**src/rtl/piso_shift_tx_pkg.sv**
```systemverilog
// piso_defs: shared state encoding and counter-width helper for the serial transmitter
package piso_defs;
    typedef enum logic {ST_IDLE = 1'b0, ST_SHIFT = 1'b1} state_t;
    function automatic int clog2(input int v);
        int r = 0;
        for (int i = 0; i < 32; i++) if ((1 << i) < v) r = i + 1;
        return r;
    endfunction
endpackage

```
**src/rtl/piso_shift_tx_counter.sv**
```systemverilog
// bit_down_counter: bits remaining after the current one; loads WIDTH-1, steps to zero
module bit_down_counter
    import piso_defs::*;
#(
    parameter int WIDTH = 8,
    parameter int CW = (WIDTH > 1) ? clog2(WIDTH) : 1
) (
    input  logic          clk,
    input  logic          reset,
    input  logic          en,
    input  logic          load,
    input  logic          step,
    output logic [CW-1:0] cnt,
    output logic          zero
);
    assign zero = cnt == '0;
    always_ff @(posedge clk)
        if (reset) cnt <= '0;
        else if (en & load) cnt <= CW'(WIDTH - 1);
        else if (en & step & ~zero) cnt <= cnt - 1'b1;
endmodule

```
**src/rtl/piso_shift_tx.sv**
```systemverilog
// piso_shift_tx: valid/ready word in, one strobed serial bit per clock out
module piso_shift_tx
    import piso_defs::*;
#(
    parameter int WIDTH = 8,
    parameter bit MSB_FIRST = 1'b1
) (
    input  logic             clk,
    input  logic             reset,
    input  logic             en,
    input  logic [WIDTH-1:0] din,
    input  logic             din_valid,
    output logic             din_ready,
    output logic             dout,
    output logic             dout_en,
    output logic             done,
    output logic             busy
);
    localparam int CW = (WIDTH > 1) ? clog2(WIDTH) : 1;
    state_t state;
    logic [WIDTH-1:0] shreg, nxt;
    logic [CW-1:0] cnt;
    logic zero, accept, step, held;
    function automatic logic head(input logic [WIDTH-1:0] x);
        return MSB_FIRST ? x[WIDTH-1] : x[0];
    endfunction
    // SHIFT with dout_en low means a stall left the current bit unconsumed
    assign held = state == ST_SHIFT & ~dout_en;
    assign din_ready = en & ~reset & (state == ST_IDLE | (zero & dout_en));
    assign accept = din_valid & din_ready;
    assign step = state == ST_SHIFT & dout_en & ~zero;
    assign nxt = MSB_FIRST ? shreg << 1 : shreg >> 1;
    assign busy = state == ST_SHIFT;
    bit_down_counter #(.WIDTH(WIDTH), .CW(CW)) u_cnt (
        .clk(clk), .reset(reset), .en(en), .load(accept), .step(step), .cnt(cnt), .zero(zero)
    );
    always_ff @(posedge clk)
        if (reset) begin
            state <= ST_IDLE;
            shreg <= '0;
            dout <= 1'b0;
            dout_en <= 1'b0;
            done <= 1'b0;
        end else if (!en) begin
            dout_en <= 1'b0;
            done <= 1'b0;
        end else if (held) begin
            dout_en <= 1'b1;
            done <= zero;
        end else if (accept) begin
            shreg <= din;
            dout <= head(din);
            dout_en <= 1'b1;
            done <= WIDTH == 1;
            state <= ST_SHIFT;
        end else if (step) begin
            shreg <= nxt;
            dout <= head(nxt);
            done <= cnt == CW'(1);
        end else if (state == ST_SHIFT) begin
            state <= ST_IDLE;
            dout <= 1'b0;
            dout_en <= 1'b0;
            done <= 1'b0;
        end
endmodule

```
**config.mk**
```make
export PLATFORM = sky130hd
export DESIGN_NAME = piso_shift_tx
export DESIGN_NICKNAME = d
export VERILOG_FILES = /design/src/rtl/piso_shift_tx_pkg.sv /design/src/rtl/piso_shift_tx_counter.sv /design/src/rtl/piso_shift_tx.sv
export SDC_FILE = /design/constraint.sdc
export NUM_CORES = 1
export LEC_CHECK = 0
export ABC_AREA = 1
export BUFFER_PORTS_ARGS = -buffer_cell sky130_fd_sc_hd__buf_2
export CORE_AREA = 2 2 68 70
export CTS_BUF_LIST = sky130_fd_sc_hd__clkbuf_4
export CTS_CLUSTER_SIZE = 24
export DETAILED_ROUTE_END_ITERATION = 7
export DIE_AREA = 0 0 70 72
export PLACE_DENSITY = 0.85
export SYNTH_ARGS = -nofsm -noshare
export SYNTH_HDL_FRONTEND = slang
export SYNTH_SLANG_ARGS = --single-unit
```
**constraint.sdc**
```tcl
create_clock -name clk -period 3.3 [get_ports clk]
set_clock_uncertainty 0.15 [all_clocks]
set_input_delay 0.99 -clock clk [delete_from_list [all_inputs] [get_ports clk]]
set_output_delay 0.99 -clock clk [all_outputs]
set_load 0.005 [all_outputs]
```
Word-level counts from Yosys, hierarchy flattened. Index checks and enable logic that the tools add are counted.

Flip-flop bits (word level): 43. Bits of input ports: 12. Logic and storage cells: 55.

Add/subtract/negate cells: 1. Equal/unequal tests: 3. Multiplexer cells: 15. Bitwise logic cells: 17. Reductions and logical operators: 12.

Operators by type and width (count): $eq A32 B1 Y1 const B (1); $logic_not A32 Y1 (1); $sub A32 B1 Y32 const B (1); $mux W7 (2); $mux W1 (11); $and A1 B1 Y1 (10); $reduce_and A3 Y1 (3); $mux W3 (2); $not A1 Y1 (6); $reduce_bool A3 Y1 (2); $reduce_bool A2 Y1 (2); $reduce_bool A4 Y1 (1); $reduce_or A2 Y1 (2); $ne A3 B2 Y1 const B (1); $ne A2 B1 Y1 const B (1); $reduce_and A2 Y1 (1); $or A1 B1 Y1 (1).

Depth between registers and ports, before layout. Gate-level depths: netlist (run 1).

Depth in word-level cells: 7. Gate-level depth with buffers: 14.

Cells and area by module. A second synthesis (run 1) with hierarchy kept.

Cell total of the unflattened synthesis: 498. Area, all modules: 2930.3 um^2.

By module, submodules not included: bit_down_counter (instances 1, cells each 362, area an instance 2178.3 um^2); piso_shift_tx (instances 1, cells each 136, area an instance 752.0 um^2).

Least setup slack after synthesis (run 1). No wires, ideal clock.

Path type: input to output. Start: input en. End: output din_ready. Arrival: 1.663 ns. Required time: 2.160 ns. Slack: 0.497 ns. Stages: 5. Cell sequence: inv_1 > nor2_1 > clkbuf_1 > inv_1 > nor2_1.

Word-level cells in the longest chain between the ends: 2.

Ends and longest elaborated chain: start, declared (RTL line piso_shift_tx.sv:10) `input logic en,`; $and A1 B1 Y1 (2 in series) (RTL line piso_shift_tx.sv:29) `assign din_ready = en & ~reset & (state == ST_IDLE | (zero & dout_en));`; end, declared (RTL line piso_shift_tx.sv:13) `output logic din_ready,`.

No other way between the ends.

Worst setup path after layout (run 1).
Start: register u_cnt.cnt[20]. End: output din_ready.

Word-level cells in the longest chain between the ends: 4.

Ends and longest elaborated chain: start, declared (RTL line piso_shift_tx_counter.sv:13) `output logic [CW-1:0] cnt,`; start signal, assigned (RTL line piso_shift_tx_counter.sv:19) `else if (en & load) cnt <= CW'(WIDTH - 1);`; start signal, assigned (RTL line piso_shift_tx_counter.sv:20) `else if (en & step & ~zero) cnt <= cnt - 1'b1;`; $logic_not A32 Y1 (RTL line piso_shift_tx_counter.sv:16) `assign zero = cnt == '0;`; $and A1 B1 Y1 (RTL line piso_shift_tx.sv:29); $or A1 B1 Y1 (RTL line piso_shift_tx.sv:29); $and A1 B1 Y1 (RTL line piso_shift_tx.sv:29).

No other way between the ends.

==> flow_summary.yaml, run 1 <==
global_route:
  grt_remaining_overflow: 0
  grt_pass1_vias: 2398
  antenna_found_initial: 0
  grt_pass1_wl_um: 10220
  grt_use_total: 0.2471
  grt_max_degree: 39
power_and_ir_drop:
  netSwitchingPower_w: 0.0003105
  power_density_mw_per_mm2: 392.3
  power_switching_share: 0.2886
  vdd_drop_max_v: 0.0002751
  power_w: 0.001076
  comb_power_share: 0.179
  p_leak_nw: 1.310
  p_int_w: 0.0007654
  p_seq_frac: 0.502
  clock_power_share: 0.319
sta:
  tightest_slew_ns: 0.4900
  period_minus_slack_ns: 3.012
  fin_setup_tns_ns: 0
  finalCritPeriodShare: 0.9126
  setup_viol: 0
  maxSlewHeadroom: 0.6708
  clock.fmax_ghz: 0.3320
  finalHoldViolCount: 0
  rsz0062_at_grt: "false"
  slew_viol_final: 0
synthesis:
  synth-edff-count: 0
  muxShareOfSynthArea: 0
  synthAdderAreaFrac: 0.01455
  syn_area_sq_mm: 0.002580
  synth_nets: 409
  synth_seq_cells: 43
  syn_inst: 394
  ys_seq_area_frac: 0.3337
  ys.flop_type: "dfxtp_1"
  yosys.area.top_type: "dfxtp_1"
  yosys.area_share.simple: 0.4263
  synthArstFlopShare: 0
  synth_compound_area_frac: 0.08826
  yosys_warnings: 0
  synth.area.top_cells: "dfxtp_1 (33%), nand2_1 (16%), nor2_1 (11%), a21oi_1 (6.2%), xnor2_1 (4.8%)"
  synth.top_cell.area_share: 0.3337
  synth_xor_area_frac: 0.06450
  synth.distinct_cells: 32
  synth_top_family_by_area: "simple AND/OR/NAND/NOR gates"
  avgSynthCellArea_sq_um: 6.548
drt:
  dr.pass1.iters: 4
  vias: 2523
  wl_um: 5776
  wl_per_cell_um: 12.53
  drc_errors: 0
  viasPerCell: 5.473
  ant_nets: 0
  drtIter0Drc: 191
cts:
  cts_made_buffers: 5
  clock_latency_ns: 0.37
  htree_levels: 2
  clkSinkCount: 43
  post_cts_buffers: 0
  path_clk_slew_ns: 0.14
  clockBufferDepth: 2
  cts_root_buf: "clkbuf_4"
  ctsResizeCount: 0
  cts_tree: "yes"
  ctsHoldBuffers: 0
min_path:
  hold_class: "reg -> reg"
  worstHoldEndpoint: "shreg[0]"
  hold-path-cell-count: 2
  worstHoldStart: "shreg[0]"
setup_path:
  cp_common_cell: "nor2_1"
  path_delay_family: "simple AND/OR/NAND/NOR gates"
  worstSetupPathType: "reg -> out"
  reg2reg_slack_ns: 0.93
  arrival_ns: 1.87
  timing.critical_path.cells: "nor2_1, nand2_1, nor2_1, nand2_1, nor2_4, nand2_4, nand2_8, inv_1, nor2_1, buf_2"
  r2r_cells: 11
  crit_buf_inv: 2
  cp_max_fo: 10
  end_kind: "primary output"
  slowest_delay_ns: 0.38
  r2r_end: "u_cnt.cnt[13]"
  crit_slowest_cell: "dfxtp_1"
  worstPathRequired_ns: 2.16
  setup.worst_path.start_class: "flop"
  rr_startpoint: "u_cnt.cnt[20]"
die:
  io-pin-count: 17
  die-area_sq_mm: 0.005040
  die_w_um: 70
  fp.dieH_um: 72
  row_count: 24
  start_util: 0.6050
  coreArea_sq_mm: 0.004264
final_layout:
  layout-drive-gt1-share: 0.09780
  area_growth_pct: 6.305
  antenna_cells: 0
  final_cells: 461
  nets: 423
  finish.instance_area_sq_mm: 0.002743
place:
  dp_hpwl_um: 4194
  placed_cell_area_sq_mm: 0.002661
  dp.cells: 453
  port_buffers: 16
  place.gp.congestion: 0.9698
status:
  outcome: "finished, final reports clean"
run:
  drv_cap: 0
## layout by cell type (no fill, tap or decap), types with 2 or more instances in the layout
| master | n |
|---|---|
| nand4_1 | 12 |
| xor2_1 | 5 |
| dfxtp_1 | 43 |
| nor3_1 | 6 |
| xnor2_1 | 14 |
| buf_4 | 4 |
| o21ai_0 | 9 |
| nor2_4 | 2 |
| ha_1 | 3 |
| a21oi_1 | 32 |
| clkbuf_4 | 5 |
| nor2_1 | 73 |
| nand3_1 | 20 |
| nand2_4 | 2 |
| nor2_2 | 2 |
| nand2_1 | 112 |
| nand2_2 | 2 |
| inv_1 | 24 |
| nand3b_1 | 9 |
| buf_2 | 16 |
## Yosys cell counts (3+ instances only)
| library cell | count |
|---|---|
| nor2_1 | 73 |
| buf_6 | 3 |
| dfxtp_1 | 43 |
| xor2_1 | 5 |
| nand4_1 | 12 |
| a21oi_1 | 32 |
| nand3_1 | 20 |
| ha_1 | 3 |
| xnor2_1 | 14 |
| nor3_1 | 6 |
| nand3b_1 | 9 |
| nand2_1 | 112 |
| o21ai_0 | 9 |
| buf_2 | 3 |
| buf_4 | 5 |
| inv_1 | 24 |
## through the flow
step / hold slack (ns) / util / worst slack [ns]
4_1_cts: 0.3472 / 0.6432 / 0.2738
3_3_place_gp: 0.3306 / 0.6241 / 0.6463
6_report: 0.3480 / 0.6432 / 0.2883
5_1_grt: 0.3686 / 0.6432 / 0.09249
3_5_place_dp: 0.3285 / 0.6241 / 0.5973
2_1_floorplan: 0.3006 / - / 0.4973
## tightest hold or removal path, cell delays in order, from the launching register on
cell,delay [ns]
dfxtp_1,0.34
nand3_1,0.08
a21oi_1,0.05
## power by group through the flow
stage | Clock, W | Sequential (W) | Combinational [W]
CTS | 0.000349 | 0.000539 | 0.000192
finish | 0.000343 | 0.000540 | 0.000193
detailed placement | 0 | 0.000551 | 0.000189
global placement | 0 | 0.000550 | 0.000185
floorplan | 0 | 0.000549 | 0.000150
global route | 0.000364 | 0.000541 | 0.000216
## registers in the layout (all words and copies together), names as in the netlist
register	flops
done	1
shreg	7
dout	1
dout_en	1
u_cnt.cnt	32
busy	1
## layer usage
metal,wire length [um],track usage,vias up,part of all wire
li1,-,-,1289,-
met1,2750,0.3147,1158,0.48
met2,2663,0.4138,65,0.46
met3,277,0.04583,11,0.048
met4,85,0.1068,0,0.015
met5,0,0,-,0
## layout make-up
class | instances | area [sq um]
Multi-Input combinational cell | 313 | 1531
Fill cell | 393 | 1521
Sequential cell | 43 | 860.8
Timing Repair Buffer | 20 | 110.1
Inverter | 25 | 93.84
Tap cell | 52 | 65.06
Clock inverter | 3 | 43.79
Clock buffer | 5 | 37.54
## logic make-up (layout without fill, tap and decap cells)
logic type,Yosys count,after routing
xor gates and xnor gates,19,19
DFF,43,43
buffers and inverters,38,53
adders and majority gates,3,3
and+or+nand+nor,247,247
AOI/OAI and AO/OA,44,44
## how the worst max path moves through the flow
stage                        from   endpoint  cells after the start
global placement            reset  din_ready                      5
floorplan                      en  din_ready                      5
finish              u_cnt.cnt[20]  din_ready                     10
CTS                 u_cnt.cnt[20]  din_ready                     10
detailed placement             en  din_ready                      6
global route        u_cnt.cnt[24]  din_ready                     10
Note: power is estimated with default switching activity, not from simulation.
==> run 2, diff against run 1 <==
--- a/config.mk
+++ b/config.mk
@@ -7,12 +7,12 @@
 export LEC_CHECK = 0
 export ABC_AREA = 1
 export BUFFER_PORTS_ARGS = -buffer_cell sky130_fd_sc_hd__buf_2
-export CORE_AREA = 2 2 68 70
+export CORE_AREA = 2 2 79 81
 export CTS_BUF_LIST = sky130_fd_sc_hd__clkbuf_4
 export CTS_CLUSTER_SIZE = 24
 export DETAILED_ROUTE_END_ITERATION = 7
-export DIE_AREA = 0 0 70 72
-export PLACE_DENSITY = 0.85
+export DIE_AREA = 0 0 81 83
+export PLACE_DENSITY = 0.67
 export SYNTH_ARGS = -nofsm -noshare
 export SYNTH_HDL_FRONTEND = slang
 export SYNTH_SLANG_ARGS = --single-unit
==> flow_summary.yaml, run 2 (same netlist as run 1, synthesis figures left out) <==
setup_path:
  crit_slowest_cell: "dfxtp_1"
  arrival_ns: 1.86
  crit_buf_inv: 2
  cp_common_cell: "nor2_1"
  slowest_delay_ns: 0.37
  timing.critical_path.cells: "nor2_1, nand2_1, nor2_1, nand2_2, nor2_4, nand2_4, nand2_8, inv_1, nor2_1, buf_2"
  rr_startpoint: "u_cnt.cnt[6]"
  worstPathRequired_ns: 2.16
  worstSetupPathType: "reg -> out"
  path_delay_family: "simple AND/OR/NAND/NOR gates"
  setup.worst_path.start_class: "flop"
  end_kind: "primary output"
  critPathLaunch: "u_cnt.cnt[6]"
  cp_max_fo: 10
cts:
  htree_levels: 2
  cts_tree: "yes"
  path_clk_slew_ns: 0.13
  cts_root_buf: "clkbuf_4"
  cts_made_buffers: 5
  clkSinkCount: 43
  ctsResizeCount: 0
  clock_latency_ns: 0.37
  post_cts_buffers: 0
  clockBufferDepth: 2
  ctsHoldBuffers: 0
global_route:
  grt_pass1_wl_um: 10240
  antenna_found_initial: 0
  grt_remaining_overflow: 0
  grt_use_total: 0.1882
  grt_max_degree: 39
  grt_pass1_vias: 2295
die:
  row_count: 28
  start_util: 0.4436
  die-area_sq_mm: 0.006723
  io-pin-count: 17
  fp.dieH_um: 83
  coreArea_sq_mm: 0.005816
  die_w_um: 81
sta:
  finalCritPeriodShare: 0.9091
  setup_viol: 0
  slew_viol_final: 0
  tightest_slew_ns: 0.7591
  rsz0062_at_grt: "false"
  finalHoldViolCount: 0
  period_minus_slack_ns: 3.000
  clock.fmax_ghz: 0.3333
  maxSlewHeadroom: 0.4933
  fin_setup_tns_ns: 0
final_layout:
  post-route-util: 0.4753
  top_register: "u_cnt.cnt"
  area_growth_pct: 7.129
  antenna_cells: 0
  final_cell_mix: "nand2_1 (112), nor2_1 (73), dfxtp_1 (43)"
  layout-drive-gt1-share: 0.09559
  layout_commonest_cell: "nand2_1"
  largest_registers: "u_cnt.cnt x32, shreg x7"
  largest_reg_flops: 32
  nets: 422
min_path:
  hold_class: "reg -> reg"
  worstHoldStart: "shreg[0]"
drt:
  dr.pass1.iters: 4
  wl_per_cell_um: 11.89
  drtIter0Drc: 157
  viasPerCell: 5.027
  vias: 2428
  ant_nets: 0
  wl_um: 5744
  drc_errors: 0
place:
  port_buffers: 16
  place.gp.congestion: 0.9015
  dp_hpwl_um: 4171
power_and_ir_drop:
  power_w: 0.001071
  power_density_mw_per_mm2: 387.6
  p_leak_nw: 1.305
  vdd_drop_max_v: 0.0002470
status:
  outcome: "finished, final reports clean"
run:
  drv_cap: 0
[run 2: power breakdown]
group | total [W] | leakage, nW | switching (W) | internal (W)
clock | 0.000344 | 0.0452 | 0.000184 | 0.000160
combinational | 0.000188 | 0.912 | 0.000112 | 0.0000757
sequential | 0.000539 | 0.348 | 0.00000933 | 0.000530
total | 0.00107 | 1.31 | 0.000306 | 0.000765
[run 2: stage by stage]
step           cell area, sq um  cells  hold slack [ns]  worst slack [ns]
4_1_cts                    2764    483           0.3391            0.3124
3_5_place_dp               2683    475           0.3222            0.6346
6_report                   2764    483           0.3367            0.2999
3_3_place_gp               2683    475           0.3309            0.6440
5_1_grt                    2764    483           0.3637            0.1037
2_1_floorplan              2580    394           0.3006            0.4973
[run 2: final timing paths]
path | slack, ns | endpoint | depth (start not counted)
setup / recovery | 0.30 | din_ready | 10
hold / removal | 0.34 | shreg[0] | 2
setup reg to reg | 0.93 | u_cnt.cnt[13] | 11
hold reg to reg | 0.34 | shreg[0] | 2
[run 2: cell type report]
type                    instances  area (sq um)
clock inverters                 3         43.79
multi-input cells             313          1531
clock buffers                   5         37.54
repair buffers                 19         102.6
flip-flops and latches         43         860.8
fillers                       647          3052
inverters                      25         93.84
well taps                      75         93.84
[run 2: worst reg2reg max path, stage by stage, from the launching register on]
cell and delay, ns:
dfxtp_1 0.37, nor2_1 0.19, nand2_1 0.15, nor2_1 0.15, nand2_2 0.08, nor2_4 0.15
nand2_4 0.08, nand2_8 0.09, nand3_2 0.24, nand2_4 0.36, inv_1 0.12, and3_1 0.16
[run 2: per-layer routing]
metal  routed length, um  track usage  vias to the layer above
met5                   0            0                        -
met4                  85      0.05393                        0
met3                 278      0.03587                        9
met2                2406       0.2908                       55
met1                2973       0.2655                     1069
li1                    -            -                     1295
==> run 3, diff against run 2 <==
==> constraint.sdc (replaced) <==
create_clock -name clk -period 3.7 [get_ports clk]
set_clock_uncertainty 0.15 [all_clocks]
set_input_delay 1.11 -clock clk [delete_from_list [all_inputs] [get_ports clk]]
set_output_delay 1.11 -clock clk [all_outputs]
set_load 0.005 [all_outputs]
==> flow_summary.yaml, run 3 (same netlist as run 1, synthesis figures left out) <==
min_path:
  worstHoldStart: "shreg[0]"
  hold-path-cell-count: 2
  worstHoldEndpoint: "shreg[0]"
  hold_class: "reg -> reg"
drt:
  met3_length_um: 310
  drtIter0Drc: 151
  ant_nets: 0
  drc_errors: 0
  drt-met1-wl_um: 2897
  viasPerCell: 5.108
  dr.pass1.iters: 4
  routed.top_layer: "met4"
  wl_um: 5853
  wl_per_cell_um: 12.12
  met2_wirelength_um: 2557
  vias: 2467
cts:
  cts_root_buf: "clkbuf_4"
  cts_made_buffers: 5
  clockBufferDepth: 2
  clock_latency_ns: 0.37
  path_clk_slew_ns: 0.14
  ctsResizeCount: 0
  ctsHoldBuffers: 0
  htree_levels: 2
  post_cts_buffers: 0
  clkSinkCount: 43
  cts_tree: "yes"
final_layout:
  final_cell_mix: "nand2_1 (112), nor2_1 (73), dfxtp_1 (43)"
  top_register: "u_cnt.cnt"
  layout_commonest_cell: "nand2_1"
  largest_reg_flops: 32
  layout-drive-gt1-share: 0.09559
  nets: 422
  area_growth_pct: 6.208
  largest_registers: "u_cnt.cnt x32, shreg x7"
  antenna_cells: 0
  final_cells: 483
power_and_ir_drop:
  p_leak_nw: 1.292
  power_w: 0.0008934
  vdd_drop_max_v: 0.0001656
  power_density_mw_per_mm2: 326.0
sta:
  maxSlewHeadroom: 0.4998
  finalHoldViolCount: 0
  period_minus_slack_ns: 3.115
  slew_viol_final: 0
  fin_setup_tns_ns: 0
  tightest_slew_ns: 0.7495
  finalCritPeriodShare: 0.8419
  rsz0062_at_grt: "false"
  setup_viol: 0
  clock.fmax_ghz: 0.3210
  timing.hold.ws_ns: 0.3447
global_route:
  grt_pass1_wl_um: 10470
  grt_remaining_overflow: 0
  grt_max_degree: 39
  antenna_found_initial: 0
  grt_pass1_vias: 2320
  grt_use_total: 0.1945
place:
  dp_hpwl_um: 4264
  port_buffers: 16
  place.gp.congestion: 0.8507
  dp.cells: 475
setup_path:
  setup.worst_path.start_class: "flop"
  cp_max_fo: 10
  reg2reg_slack_ns: 1.32
  worstPathRequired_ns: 2.44
  end_kind: "primary output"
  worstSetupPathType: "reg -> out"
  r2r_end: "u_cnt.cnt[16]"
  r2r_cells: 11
  arrival_ns: 1.85
  rr_startpoint: "u_cnt.cnt[0]"
status:
  outcome: "finished, final reports clean"
die:
  start_util: 0.4436
  row_count: 28
  die_w_um: 81
  fp.dieH_um: 83
  coreArea_sq_mm: 0.005816
  io-pin-count: 17
  die-area_sq_mm: 0.006723
run:
  drv_cap: 0
## run 3: worst max-delay path, cell delays in order (launching register included)
cell and delay (ns):
dfxtp_1 0.36, inv_1 0.12, ha_1 0.16, nand2_1 0.05
nor2_1 0.14, nand2_2 0.08, nor2_4 0.15, nand2_4 0.08
nand2_8 0.09, inv_1 0.06, nor2_1 0.08, buf_2 0.11
## run 3: per-layer routing
layer	up-vias	GRT usage
li1	1296	-
met1	1107	0.2825
met2	57	0.2945
met3	7	0.03696
met4	0	0.04931
met5	-	0
## run 3: report_power, final
group	total [W]	internal (W)	switching [W]	leakage [nW]
Clock	0.000243	0.0000809	0.000162	0.0317
Combinational	0.000169	0.0000676	0.000102	0.912
Sequential	0.000481	0.000473	0.00000868	0.348
## run 3: area by class of cell
| type | instances | area, sq um |
|---|---|---|
| clock buffers | 6 | 45.04 |
| multi-input cells | 313 | 1531 |
| clock inverters | 2 | 12.51 |
| flip-flops and latches | 43 | 860.8 |
| inverters | 25 | 93.84 |
| repair buffers | 19 | 102.6 |
| fillers | 644 | 3075 |
| well taps | 75 | 93.84 |
## run 3: worst max path at each step
stage                        from  slack (ns)        end  cells after the start
detailed placement             en        0.77  din_ready                      6
finish               u_cnt.cnt[0]        0.59  din_ready                     11
floorplan                      en        0.66  din_ready                      5
CTS                  u_cnt.cnt[0]        0.55  din_ready                     11
global placement            reset        0.79  din_ready                      5
global route        u_cnt.cnt[20]        0.40  din_ready                     10
## run 3: per-stage QoR
stage               worst slack (ns)    util  cell area [sq um]
global placement              0.7932  0.4613               2683
detailed placement            0.7676  0.4613               2683
floorplan                     0.6573       -               2580
global route                  0.4028  0.4712               2740
CTS                           0.5461  0.4712               2740
finish                        0.5851  0.4712               2740
